--- config.mk ---
export PLATFORM = sky130hd
export DESIGN_NAME = dice_roll_engine
export DESIGN_NICKNAME = d
export VERILOG_FILES = /design/src/rtl/dice_pkg.sv /design/src/rtl/lfsr16.sv /design/src/rtl/dice_roll_engine.sv
export SDC_FILE = /design/constraint.sdc
export NUM_CORES = 1
export LEC_CHECK = 0
export CORE_UTILIZATION = 30
export CTS_BUF_LIST = sky130_fd_sc_hd__clkbuf_4
export DETAILED_ROUTE_END_ITERATION = 7
export SETUP_SLACK_MARGIN = 0.3
export SKIP_LAST_GASP = 1
export SYNTH_ARGS = -nofsm -noshare
export SYNTH_HDL_FRONTEND = slang
export SYNTH_SLANG_ARGS = --single-unit
--- constraint.sdc ---
create_clock -name clk -period 10.75 [get_ports clk]
set_input_delay 1.6125 -clock clk [delete_from_list [all_inputs] [get_ports clk]]
set_output_delay 1.6125 -clock clk [all_outputs]
set_load 0.1 [all_outputs]
--- src/rtl/dice_pkg.sv ---
// ============================================================================
//  Module   : dice_pkg
//  Brief    : Die codes, FSM state type and roll helpers for the dice engine.
//  Revision : 1.0 - initial release
// ============================================================================
`default_nettype none

package dice_pkg;

    localparam logic [3:0] CODE_D4   = 4'h0;
    localparam logic [3:0] CODE_D6   = 4'h1;
    localparam logic [3:0] CODE_D8   = 4'h2;
    localparam logic [3:0] CODE_D10  = 4'h3;
    localparam logic [3:0] CODE_D12  = 4'h4;
    localparam logic [3:0] CODE_D20  = 4'h5;
    localparam logic [3:0] CODE_TEST = 4'h7;
    localparam logic [3:0] CODE_NONE = 4'hF;

    // Feedback taps b15, b13, b12, b10
    localparam logic [15:0] LFSR_TAPS = 16'hB400;

    typedef enum logic [1:0] {
        ST_IDLE = 2'd0,
        ST_SPIN = 2'd1,
        ST_DONE = 2'd2
    } dice_state_e;

    // Side count for a code; TEST reports 20, anything not rollable reports 0
    function automatic logic [4:0] code_to_sides(input logic [3:0] code);
        case (code)
            CODE_D4:   code_to_sides = 5'd4;
            CODE_D6:   code_to_sides = 5'd6;
            CODE_D8:   code_to_sides = 5'd8;
            CODE_D10:  code_to_sides = 5'd10;
            CODE_D12:  code_to_sides = 5'd12;
            CODE_D20:  code_to_sides = 5'd20;
            CODE_TEST: code_to_sides = 5'd20;
            default:   code_to_sides = 5'd0;
        endcase
    endfunction

    function automatic logic [4:0] roll_map(input logic [7:0] rnd, input logic [4:0] n);
        logic [4:0] m;
        if (n == 5'd0) begin
            roll_map = 5'd0;
        end else begin
            m        = 5'(rnd % {3'b000, n});
            roll_map = m + 5'd1;
        end
    endfunction

endpackage

`default_nettype wire

--- src/rtl/lfsr16.sv ---
// ============================================================================
//  Module   : lfsr16
//  Brief    : 16-bit left-shifting Fibonacci LFSR with a non-zero seed.
//  Revision : 1.0 - initial release
// ============================================================================
`default_nettype none

module lfsr16 #(
    parameter logic [15:0] SEED = 16'hACE1
) (
    input  logic        clk,
    input  logic        rst_n,
    input  logic        en,
    output logic [15:0] q
);
    import dice_pkg::*;

    // An all-zero seed would lock the register, so it is replaced by 1
    localparam logic [15:0] c_seed = (SEED == 16'h0000) ? 16'h0001 : SEED;

    logic [15:0] r_q;

    always_ff @(posedge clk or negedge rst_n) begin
        if (!rst_n) begin
            r_q <= c_seed;
        end else if (en) begin
            r_q <= {r_q[14:0], ^(r_q & LFSR_TAPS)};
        end
    end

    assign q = r_q;

endmodule

`default_nettype wire

--- src/rtl/dice_roll_engine.sv ---
// ============================================================================
//  Module   : dice_roll_engine
//  Brief    : Turns encoder die-select presses into a spin animation and a
//             final 1..N roll for the display stage.
//  Revision : 1.0 - initial release
// ============================================================================
`default_nettype none

module dice_roll_engine #(
    parameter logic [15:0] SEED        = 16'hACE1,
    parameter int          SPIN_CYCLES = 16,
    parameter int          CNT_W       = 8
) (
    input  logic       clk,
    input  logic       rst_n,
    input  logic [3:0] dieSelect,
    output logic [4:0] rollValue,
    output logic [4:0] dieSides,
    output logic       rollValid,
    output logic       busy
);
    import dice_pkg::*;

    localparam logic [CNT_W-1:0] c_last = CNT_W'(SPIN_CYCLES - 1);

    logic [15:0]      w_lfsr;
    logic [4:0]       w_sides;
    logic             w_press;
    logic             w_is_test;
    logic             w_unused;

    logic [3:0]       r_sync1;
    logic [3:0]       r_sel_s;
    logic [3:0]       r_sel_q;
    dice_state_e      r_state;
    logic [CNT_W-1:0] r_cnt;
    logic [4:0]       r_value;
    logic [4:0]       r_sides;
    logic             r_valid;
    logic [4:0]       r_test_cnt;

    lfsr16 #(
        .SEED (SEED)
    ) u_lfsr (
        .clk   (clk),
        .rst_n (rst_n),
        .en    (1'b1),
        .q     (w_lfsr)
    );

    assign w_unused = &{1'b0, w_lfsr[15:8]};

    // A press is a fresh rollable code arriving straight after a release
    assign w_sides   = code_to_sides(r_sel_s);
    assign w_press   = (r_sel_q == CODE_NONE) && (w_sides != 5'd0);
    assign w_is_test = (r_sel_s == CODE_TEST);

    always_ff @(posedge clk or negedge rst_n) begin
        if (!rst_n) begin
            r_sync1    <= CODE_NONE;
            r_sel_s    <= CODE_NONE;
            r_sel_q    <= CODE_NONE;
            r_state    <= ST_IDLE;
            r_cnt      <= '0;
            r_value    <= 5'd0;
            r_sides    <= 5'd0;
            r_valid    <= 1'b0;
            r_test_cnt <= 5'd1;
        end else begin
            r_sync1 <= dieSelect;
            r_sel_s <= r_sync1;
            r_sel_q <= r_sel_s;
            r_valid <= 1'b0;

            case (r_state)
                ST_IDLE: begin
                    if (w_press) begin
                        if (w_is_test) begin
                            r_sides    <= 5'd20;
                            r_value    <= r_test_cnt;
                            r_valid    <= 1'b1;
                            r_test_cnt <= (r_test_cnt == 5'd20) ? 5'd1 : r_test_cnt + 5'd1;
                        end else begin
                            r_sides <= w_sides;
                            r_cnt   <= '0;
                            r_state <= ST_SPIN;
                        end
                    end
                end
                ST_SPIN: begin
                    // The last spin value doubles as the final roll shown in DONE
                    r_value <= roll_map(w_lfsr[7:0], r_sides);
                    r_cnt   <= r_cnt + CNT_W'(1);
                    if (r_cnt == c_last) begin
                        r_valid <= 1'b1;
                        r_state <= ST_DONE;
                    end
                end
                ST_DONE: begin
                    r_state <= ST_IDLE;
                end
                default: begin
                    r_state <= ST_IDLE;
                end
            endcase
        end
    end

    assign rollValue = r_value;
    assign dieSides  = r_sides;
    assign rollValid = r_valid;
    assign busy      = (r_state == ST_SPIN);

endmodule

`default_nettype wire

After elaboration in Yosys (flattened, before gate mapping). Cells that the tools add are included.

Flip-flop bits (word level): 54. Latch bits: 0. RAM bits: 0. ROM bits: 0. Bits of input ports: 6. Output and inout port bits: 12. Word-level logic and storage cells: 59. Memories kept: 0.

Add/subtract/negate cells: 3. Multiply operators: 0. Divide/modulo/power cells: 1. $lt $le $gt $ge: 0. Equality and inequality tests: 14. Shift-type cells: 0. Muxes and demuxes: 18. Bitwise logic cells: 0. Reduce and logical (&&, ||, !) cells: 13.

Operator list (count): $pmux 5 s6 (1); $mux 5 (5); $mux 8 (2); $pmux 8 s2 (1); $reduce_xor 16->1 (1); $eq 4x3->1 const B (3); $reduce_and 3->1 (4); $add 5x1->5 const B (2); $pmux 5 s2 (1); $add 8x1->8 const B (1); $eq 4x2->1 const B (2); $eq 8x4->1 const B (1); $mod 8x5->8 (1); $mux 2 (3); $ne 2x2->1 const B (3); $eq 5x5->1 const B (1); $logic_not 5->1 (1); $reduce_bool 5->1 (1); $eq 4x1->1 const B (1); $eq 4x4->1 const B (1); $logic_not 4->1 (1); $pmux 2 s2 (1); $mux 1 (3); $eq 2x1->1 const B (1); other kinds (7) (7).

Depth between registers and ports, before layout. Gate-level depths: netlist of the first run.

Depth after elaboration: 7. Mapped depth: 49. Gate-level depth less buffers: 49.

Hierarchy. A second synthesis of the first run with hierarchy kept.

Cells, all modules: 355. Area, all modules: 3539.6 µm².

By module, submodules not included: dice_roll_engine (instances 1, cells an instance 317, area an instance 2864.0 µm², seq. area each 942.2 µm²); lfsr16 (instances 1, cells an instance 38, area an instance 675.6 µm², seq. area each 410.4 µm²).

Least setup slack after synthesis of the first run. OpenSTA, ideal clock, no wires.

Kind: register -> register. Start: register r_sides[1], in the netlist dieSides[1]. End: register r_value[4], in the netlist rollValue[4]. Setup time: 92 ps. Data arrival time: 10028 ps. Required time: 10658 ps. Slack: 630 ps. Cell stages (with the launch flop): 45. Buffers on the path: 0. Clock period less this slack: 10120 ps. Cells stage by stage: dfrtp_1 -> inv_1 -> ha_1 -> nor4b_2 -> a2bb2oi_2 -> ha_1 -> nor2_1 -> or4b_1 -> nand2_1 -> ha_1 -> or3_1 -> a221oi_1 -> a31oi_1 -> ha_1 -> and4b_1 -> a22oi_1 -> o211ai_1 -> o21a_1 -> (+9 left out) -> o21ai_0 -> nand2b_1 -> and2_1 -> or2_2 -> a2111oi_4 -> mux2i_1 -> ha_1 -> a21oi_1 -> nor2b_1 -> o21ai_0 -> nand2b_1 -> a221oi_1 -> nand2_2 -> a21oi_1 -> ha_1 -> nor2_1 -> a221o_1 -> o31ai_2.

Word-level cells in the longest chain between the ends: 4. Elaborated cells between the ends (all ways): 5. Classes of those cells: 1 x add/sub; 1 x div; 2 x mux; 1 x reduce/logical.

Ends and longest elaborated chain: from (decl) (RTL line dice_roll_engine.sv:38) `logic [4:0] r_sides;`; from (signal assigned) (RTL line dice_roll_engine.sv:84) `r_sides <= w_sides;`; $mod 8x5->8 (RTL line dice_pkg.sv:47) `m = 5'(rnd % {3'b000, n});`; $add 5x1->5 (RTL line dice_pkg.sv:48) `roll_map = m + 5'd1;`; $mux 5 (*) (RTL line dice_pkg.sv:44) `if (n == 5'd0) begin`; $pmux 5 s2 (*) (RTL line dice_roll_engine.sv:75) `case (r_state)`; to (signal assigned) (RTL line dice_roll_engine.sv:80) `r_value <= r_test_cnt;`; to (signal assigned) (RTL line dice_roll_engine.sv:92) `r_value <= roll_map(w_lfsr[7:0], r_sides);`; to (decl) (RTL line dice_roll_engine.sv:37) `logic [4:0] r_value;`.

Mark *: on every way between the ends. The rest lies on a longest branch, timed or not. A chain may end at the register's enable or synchronous reset.

Final worst setup path of the first run.
Start: register r_sides[4], in the netlist dieSides[4]. End: register r_value[4], in the netlist rollValue[4].

Same word-level chain as after synthesis.

==> flow_summary.yaml, run 1 <==
grt:
  grtUsageTotal_pct: 12.77
  grt_overflow: 0
  grt_pass1_wl_mm: 11.55
  grt_max_degree: 54
  grt_pass1_vias: 2495
  antenna_found_initial: 0
clock_tree:
  clockBufferDepth: 2
  cts.sinks: 53
  clkSlewWorstSetupHoldPaths_ns: 0.18
  cts_made_buffers: 5
  cts_hold_buf: 0
  cts-root-buf: "clkbuf_4"
  cts_tree: "built"
  cts.htree.levels: 2
  insertion_delay_ns: 0.39
yosys:
  yosysSeqAreaShare_pct: 42.06
  postSynthCellCount: 334
  synth_cell_types: 59
  synth_area_um2: 3216
  synth-edff-count: 0
  syn_area_per_cell_um2: 9.627
  ys_async_sr_fraction_pct: 100.0
  ys_seq_elements: 53
  yosys_warnings: 0
  synth_ff_type: "dfrtp_1"
  synth_nets: 367
timing:
  period_minus_slack_ns: 9.704
  period_share_pct: 90.27
  tns_ns: 0
  maxSlewHeadroom_pct: 34.53
  slew_violations: 0
  tightestPinTransition_ns: 0.9790
  skew_ns: 0.02163
  rsz0062_at_grt: "no"
  setup_viol: 0
  max_freq_mhz: 103.1
  hold_violations: 0
run_status:
  outcome: "finished, final reports clean"
die:
  die_w_um: 105.5
  die_h_um: 105.5
  coreArea_um2: 10370
  start_util_pct: 31.01
  rows: 37
  die_area_um2: 11140
  ios: 18
routing:
  drtIter0Drc: 110
  drc: 0
  drt-total-wl_mm: 6.505
  post_drt_wl_per_cell_um: 13.06
  final_antenna_net_count: 0
  detail_route.first_pass.iterations: 4
  num_vias: 2506
  via_per_inst: 5.032
setup_path:
  cp_max_fo: 9
  end_kind: "register"
  startpoint: "dieSides[4]"
  cp.required_ns: 11.05
  criticalPathCategory: "register to register"
  critPathMaxStageDelay_ns: 0.55
  r2r_start: "dieSides[4]"
  cp_slowest_cell: "or4b_1"
  arrival_ns: 10.01
  cpMostUsedCell: "ha_1"
  worstSetupStartpointType: "register"
placed_design:
  dp_hpwl_mm: 4.735
  numPortBuffers: 16
  place_congestion: 0.7500
flow_run:
  maxCapViolations: 0
layout:
  final_core_util_pct: 35.87
  antenna_cells_inserted: 0
  drive_gt1_share_pct: 20.17
  nNetsFinal: 394
  syn2layout_area_growth_pct: 15.68
hold_path:
  min_from: "r_sync1[0]"
  hold_class: "register to register"
## routing by layer
metal	GRT usage [%]	routed length, um
met1	17.05	3199
met2	21.24	3052
met5	0	0
met4	3.571	80
met3	2.226	172
## flip-flops by register name, indices dropped and copies added (netlist names)
name,cells
u_lfsr.q,16
r_cnt,8
r_test_cnt,5
rollValue,5
dieSides,4
r_sel_q,4
r_sel_s,4
r_sync1,4
r_state,2
rollValid,1
## timing repair
action                     CTS  global route
resized for setup            0            17
setup buffers                0             8
setup endpoints to repair    0             4
## cells by family (layout without fill, tap and decap cells)
logic type	count (synthesis)	count (layout)	synth area share, %
xor gates and xnor gates	16	16	4.358
DFF	53	53	42.06
other	1	1	0.1166
buffers and inverters	28	56	3.619
AOI/OAI and AO/OA	84	84	18.13
and+or+nand+nor	115	115	17.86
adders and majority gates	27	27	10.51
muxes	10	10	3.346
## layout make-up
class,instances,area (um2)
sequential,53,1353
fill,1061,6650
clock inverter,3,28.78
tap,136,170.2
timing repair buffer,29,252.7
clock buffer,5,37.54
multi-input combinational,253,1807
inverter,19,71.32
## worst max-delay path: cells and delay by family, from the launching register on
family	cells	cell delay, ns
muxes	1	0.25
and+or+nand+nor	15	2.83
DFF	1	0.54
AOI/OAI and AO/OA	19	3.48
buffers and inverters	2	0.40
adders and majority gates	7	2.12
## cell usage in the layout, fill, tap and decap left out, types with 2 or more instances in the layout
cell type         n
nand2_1          27
and2_1            2
o21a_1           11
mux2_2            3
clkdlybuf4s50_1  15
dfrtp_1          32
a21o_1            3
nor3_1           14
a21oi_1          15
inv_1            19
nor2b_1           2
o31ai_1           2
o21ai_1           5
xnor2_1           8
dfstp_2          21
nand4_1           7
nand3_1           5
o211a_1           2
mux2i_2           3
nand2b_1          5
clkbuf_4          5
buf_4            13
nor3b_1           2
or2_2             4
mux2i_1           4
nor2_1           32
nor4_1            2
or3_1             3
xor2_1            8
o21ai_0          22
o211ai_1          4
ha_1             26
## per-stage QoR
stage	std cells	hold slack [ns]	area [um2]	setup slack, ns
floorplan	334	0.3312	3216	0.6304
global route	498	0.3239	3720	0.2451
CTS	490	0.3539	3600	0.5675
global placement	482	0.3363	3533	0.8748
detailed placement	482	0.3372	3533	0.6594
finish	498	0.3422	3720	1.046
## synth_stat cells, drive strengths merged, types with 3 or more instances
| library cell | instances | area share [%] |
|---|---|---|
| a21o | 4 | 0.97 |
| nand4 | 7 | 1.4 |
| nand3 | 5 | 0.78 |
| or3 | 3 | 0.58 |
| nand2b | 5 | 0.97 |
| o21ai | 28 | 4.4 |
| inv | 19 | 2.2 |
| o211a | 3 | 1.2 |
| a21oi | 16 | 2.5 |
| o211ai | 4 | 0.93 |
| mux2 | 3 | 1.1 |
| nor2 | 33 | 3.9 |
| nor3 | 14 | 2.2 |
| xnor2 | 8 | 2.2 |
| dfrtp | 32 | 25 |
| and2 | 3 | 0.62 |
| xor2 | 8 | 2.2 |
| or2 | 4 | 0.78 |
| dfstp | 21 | 17 |
| clkbuf | 7 | 0.82 |
| ha | 27 | 11 |
| nand2 | 28 | 3.3 |
| o21a | 11 | 2.6 |
| o31ai | 3 | 0.86 |
| mux2i | 7 | 2.3 |
## worst paths after layout
kind	endpoint	slack [ns]	depth (start not counted)
worst min register to register	r_sel_s[0]	0.34	0
worst max-delay path	rollValue[4]	1.05	44
worst min-delay path	r_sel_s[0]	0.34	0
max in group asynchronous	dieSides[4]	8.99	2
min in group asynchronous	r_cnt[0]	1.32	2
worst max register to register	rollValue[4]	1.05	44
Power of run 1 is not shown: default switching activity piles up to over one toggle a cycle in this logic, so the estimate is an artifact.
==> inputs of run 2 (changes only) <==
- TNS_END_PERCENT: not set -> 5
==> results of run 2 <==
No change in the layout: final DEF, timing and power equal those of run 1.
Power of run 2 is left out for the same reason.
